## config.mk

```make
export PLATFORM = sky130hd
export DESIGN_NAME = alu_sequencer
export DESIGN_NICKNAME = d
export VERILOG_FILES = /design/src/rtl/alu_sequencer.sv
export SDC_FILE = /design/constraint.sdc
export NUM_CORES = 1
export LEC_CHECK = 0
export ABC_CLOCK_PERIOD_IN_PS = 2100
export CAP_MARGIN = 20
export CORE_UTILIZATION = 35
export DETAILED_ROUTE_END_ITERATION = 10
export GPL_ROUTABILITY_DRIVEN = 0
export PLACE_DENSITY_LB_ADDON = 0.3
export SETUP_SLACK_MARGIN = 0.4
export SLEW_MARGIN = 20
export SYNTH_ARGS = -nofsm -noshare
export SYNTH_HDL_FRONTEND = slang
export SYNTH_SLANG_ARGS = --single-unit
```

## constraint.sdc

```tcl
create_clock -name clk -period 2.1 [get_ports clk]
set_input_delay 0.42 -clock clk [delete_from_list [all_inputs] [get_ports clk]]
set_output_delay 0.42 -clock clk [all_outputs]
set_load 0.02 [all_outputs]
```

## src/rtl/alu_sequencer.sv

```systemverilog
// Program sequencer: fetches words from a synchronous instruction ROM,
// drives an external combinational ALU and retires results into an accumulator.
module alu_sequencer #(
  parameter int unsigned BITS = 8,
  parameter int unsigned OP   = 4,
  parameter int unsigned SIZE = 4
) (
  input  logic              clk,
  input  logic              reset,
  input  logic              start,
  output logic              rom_en,
  output logic [SIZE-1:0]   rom_addr,
  input  logic [OP+BITS-1:0] rom_data,
  output logic [OP-1:0]     alu_op,
  output logic [BITS-1:0]   alu_a,
  output logic [BITS-1:0]   alu_b,
  input  logic [BITS-1:0]   alu_result,
  output logic [BITS-1:0]   acc,
  output logic [BITS-1:0]   out_data,
  output logic              out_valid,
  output logic              busy,
  output logic              done,
  output logic              err
);

  typedef enum logic [2:0] {
    S_IDLE,
    S_FETCH,
    S_DECODE,
    S_EXEC,
    S_DONE
  } state_t;

  typedef struct packed {
    logic [OP-1:0]   opcode;
    logic [BITS-1:0] imm;
  } ir_t;

  localparam logic [OP-1:0]   OPC_DIV  = OP'(3);
  localparam logic [OP-1:0]   OPC_MOD  = OP'(4);
  localparam logic [OP-1:0]   OPC_LOAD = OP'(8);
  localparam logic [OP-1:0]   OPC_OUT  = OP'(9);
  localparam logic [OP-1:0]   OPC_HALT = OP'(15);
  localparam logic [SIZE-1:0] PC_LAST  = '1;

  state_t          state;
  ir_t             ir;
  logic [SIZE-1:0] pc;

  logic is_alu_c;
  logic div_zero_c;
  logic last_c;

  // Instruction-register decode used during EXEC.
  assign is_alu_c   = (ir.opcode < OPC_LOAD);
  assign div_zero_c = ((ir.opcode == OPC_DIV) || (ir.opcode == OPC_MOD)) &&
                      (ir.imm == '0);
  assign last_c     = (ir.opcode == OPC_HALT) || (pc == PC_LAST);

  // ALU operands come straight from architectural registers.
  assign rom_addr = pc;
  assign alu_op   = ir.opcode;
  assign alu_a    = acc;
  assign alu_b    = ir.imm;

  always_ff @(posedge clk or negedge reset) begin
    if (!reset) begin
      state     <= S_IDLE;
      pc        <= '0;
      ir        <= '0;
      acc       <= '0;
      out_data  <= '0;
      out_valid <= 1'b0;
      rom_en    <= 1'b0;
      busy      <= 1'b0;
      done      <= 1'b0;
      err       <= 1'b0;
    end else begin
      out_valid <= 1'b0;
      rom_en    <= 1'b0;
      unique case (state)
        S_IDLE, S_DONE: begin
          if (start) begin
            pc     <= '0;
            acc    <= '0;
            err    <= 1'b0;
            done   <= 1'b0;
            busy   <= 1'b1;
            rom_en <= 1'b1;
            state  <= S_FETCH;
          end
        end
        S_FETCH: begin
          state <= S_DECODE;
        end
        S_DECODE: begin
          ir    <= ir_t'(rom_data);
          state <= S_EXEC;
        end
        S_EXEC: begin
          if (div_zero_c) begin
            err   <= 1'b1;
            busy  <= 1'b0;
            done  <= 1'b1;
            state <= S_DONE;
          end else begin
            if (is_alu_c) begin
              acc <= alu_result;
            end else if (ir.opcode == OPC_LOAD) begin
              acc <= ir.imm;
            end else if (ir.opcode == OPC_OUT) begin
              out_data  <= acc;
              out_valid <= 1'b1;
            end
            // The last ROM word ends the program instead of wrapping the PC.
            if (last_c) begin
              busy  <= 1'b0;
              done  <= 1'b1;
              state <= S_DONE;
            end else begin
              pc     <= pc + SIZE'(1);
              rom_en <= 1'b1;
              state  <= S_FETCH;
            end
          end
        end
        default: begin
          state <= S_IDLE;
        end
      endcase
    end
  end

endmodule
```

==> flow_summary.json <==
{
  "first_iter_violations": 40,
  "avgSynthCellArea_um2": 11.9,
  "syn_to_final_growth_pct": 48.2,
  "syn_nets": 179,
  "synth-seq-cells": 40,
  "final_util_pct": 53.6,
  "final_common_cell": "dfrtp_1",
  "yosysWarningCount": 0,
  "die_w_um": 74.6,
  "worstMarginPinSlew_ps": 457,
  "min_period_ps": 1820,
  "p_per_area_nw_per_um2": 1370,
  "grt_pass1_vias": 1290,
  "num-nets-final": 250,
  "crit_arrival_ps": 2010,
  "htreeDepth": 2,
  "synth_compound_area_share_pct": 4.74,
  "slowest_delay_ps": 530,
  "tns_ps": 0,
  "drc_errors": 0,
  "hold_path.class": "in2async",
  "synthAdderAreaFrac_pct": 0.678,
  "synth_area_um2": 1850,
  "final-setup-viol-count": 0,
  "synth_top_family_by_area": "multiplexers",
  "ant_nets": 0,
  "ys.flop_type": "dfrtp_1",
  "insertion_delay_ps": 300,
  "dpl.hpwl_um": 3120,
  "antenna_found_initial": 0,
  "clk_path_buf_depth": 2,
  "instances_no_fill": 297,
  "grt.total_usage_pct": 16.4,
  "vias": 1384,
  "first_pass_iters": 4,
  "diodes": 0,
  "gr-total-overflow": 0,
  "cts_tree": "done",
  "die-area_um2": 5570,
  "async_reset_ff_share_pct": 100,
  "worstPathRequired_ps": 2280,
  "end_kind": "register",
  "cts.clk_slew.worst_paths_ps": 80,
  "wirelength_um": 4200,
  "core-area_um2": 5110,
  "status": "finished, final reports clean",
  "fin_area_um2": 2740,
  "cpLargestDelayFamily": "simple AND/OR/NAND/NOR gates",
  "dp.cells": 286,
  "synth_simple_gate_area_share_pct": 11.2,
  "fin_crit_sh_pct": 86.7,
  "start_util_pct": 36.2,
  "path_cells": "or4_4 -> a2111oi_4 -> buf_6 -> nor3b_2 -> o21a_1",
  "path_class": "reg2reg",
  "rows": 26,
  "fin_skew_ps": 8.64,
  "max_freq_ghz": 0.549,
  "grt_pass1_wl_um": 6520,
  "max_slew_margin_pct": 69.5,
  "rsz0062_at_grt": "true",
  "die_h_um": 74.6,
  "cts_buffers": 5,
  "critPathBufInv": 1,
  "io_pins": 68,
  "viasPerCell": 4.66,
  "synth-edff-count": 0,
  "synth_seq_area_share_pct": 54.2,
  "dpl_cell_area_um2": 2610,
  "wl_per_cell_um": 14.1,
  "yosys.area_share.xor_xnor_pct": 0.474,
  "peakVddDrop_mv": 0.688,
  "final_cell_mix": "dfrtp_1, dlygate4sd2_1, nand2_1",
  "muxShareOfSynthArea_pct": 23.0,
  "cp_slowest_cell": "or4_4",
  "p_leak_uw": 0.00145,
  "max-cap-violations": 0,
  "cts_sinks": 40,
  "ys_types": 30,
  "portBuffers": 67,
  "fill_cells": 464,
  "ctsHoldBuffers": 0,
  "drv_slew": 0,
  "grt_max_degree": 23,
  "synthCells": 155,
  "drive_gt1_share_pct": 24.2,
  "final-hold-violation-count": 0,
  "root_buffer": "clkbuf_8",
  "cp_max_fo": 6,
  "critPathLaunchType": "register"
}
==> what timing repair did <==
| item | in CTS | in global routing |
|---|---|---|
| pin swaps | 3 | 2 |
| gates resized for setup | 39 | 10 |
| setup buffers | 2 | 1 |
| endpoints found under the setup margin | 58 | 28 |
==> synthesized netlist by cell type, types with 2 or more instances <==
master / n / area (um^2)
dfrtp_1: 40 / 1000
nand2_1: 26 / 97.6
mux2_2: 25 / 282
mux2i_1: 12 / 120
buf_4: 8 / 60.1
inv_1: 6 / 22.5
clkbuf_1: 4 / 15.0
nand4_1: 3 / 18.8
nor2_1: 3 / 11.3
nor3_1: 3 / 15.0
o21ai_0: 3 / 15.0
buf_1: 2 / 7.51
mux2_1: 2 / 22.5
or4_1: 2 / 15.0
==> worst reg2reg max path: stages (launching register included) <==
cell       delay (ps)
dfrtp_2           430
or4_4             530
a2111oi_4         310
buf_6             190
nor3b_2            80
o21a_1            180
==> path summary, 6_finish.rpt <==
check | start | end | slack [ps] | cells after the start
max reg2reg | alu_b[0] | state[0] | 280 | 5
min | reset | out_data[7] | 60 | 1
min reg2reg | state[2] | state[1] | 460 | 1
max in group asynchronous | reset | state[0] | 1560 | 2
max | alu_b[0] | state[0] | 280 | 5
min in group clk | state[2] | state[1] | 460 | 1
==> through the flow <==
stage,power (uW),hold WS [ps],setup WS (ps)
global placement,3340,395,271
CTS,3770,69.2,266
finish,3740,61.8,279
global route,4000,79.7,195
detailed placement,3360,395,267
floorplan,2500,124,203
==> sequential cells by signal (all words and copies together), names as in the netlist <==
signal     cells
alu_b          8
rom_en         1
acc            8
alu_op         4
busy           1
out_valid      1
err            1
state          3
out_data       8
done           1
rom_addr       4
==> per-layer routing <==
layer	up-vias	wire length, um	global-route usage [%]
li1	674	-	-
met1	661	1940	21.9
met2	42	1980	25.2
met3	7	206	4.95
met4	0	65	6.29
met5	-	0	0
==> final cells by class <==
class | instances | area, um^2 | share of cell area (%)
Clock buffer | 6 | 82.6 | 3.02
Clock inverter | 2 | 15.0 | 0.548
Inverter | 6 | 22.5 | 0.823
Multi-Input combinational cell | 95 | 777 | 28.4
Sequential cell | 40 | 1000 | 36.7
Tap cell | 70 | 87.6 | 3.20
Timing Repair Buffer | 78 | 748 | 27.3
==> logic make-up (layout without fill, tap and decap cells) <==
family / Yosys count / in the layout
AOI/OAI and AO/OA: 10 / 10
xor gates and xnor gates: 1 / 1
adders and majority gates: 1 / 1
buffers and inverters: 20 / 92
DFF: 40 / 40
muxes: 39 / 39
and+or+nand+nor: 44 / 44
==> report_power, final <==
| group | internal (uW) | leakage [uW] | switching (uW) | total, uW |
|---|---|---|---|---|
| clock network | 266 | 0.0000434 | 272 | 538 |
| registers | 1060 | 0.000511 | 281 | 1340 |
| logic | 895 | 0.000897 | 963 | 1860 |
| total | 2220 | 0.00145 | 1520 | 3740 |
Power figures use the tool's default switching activity.
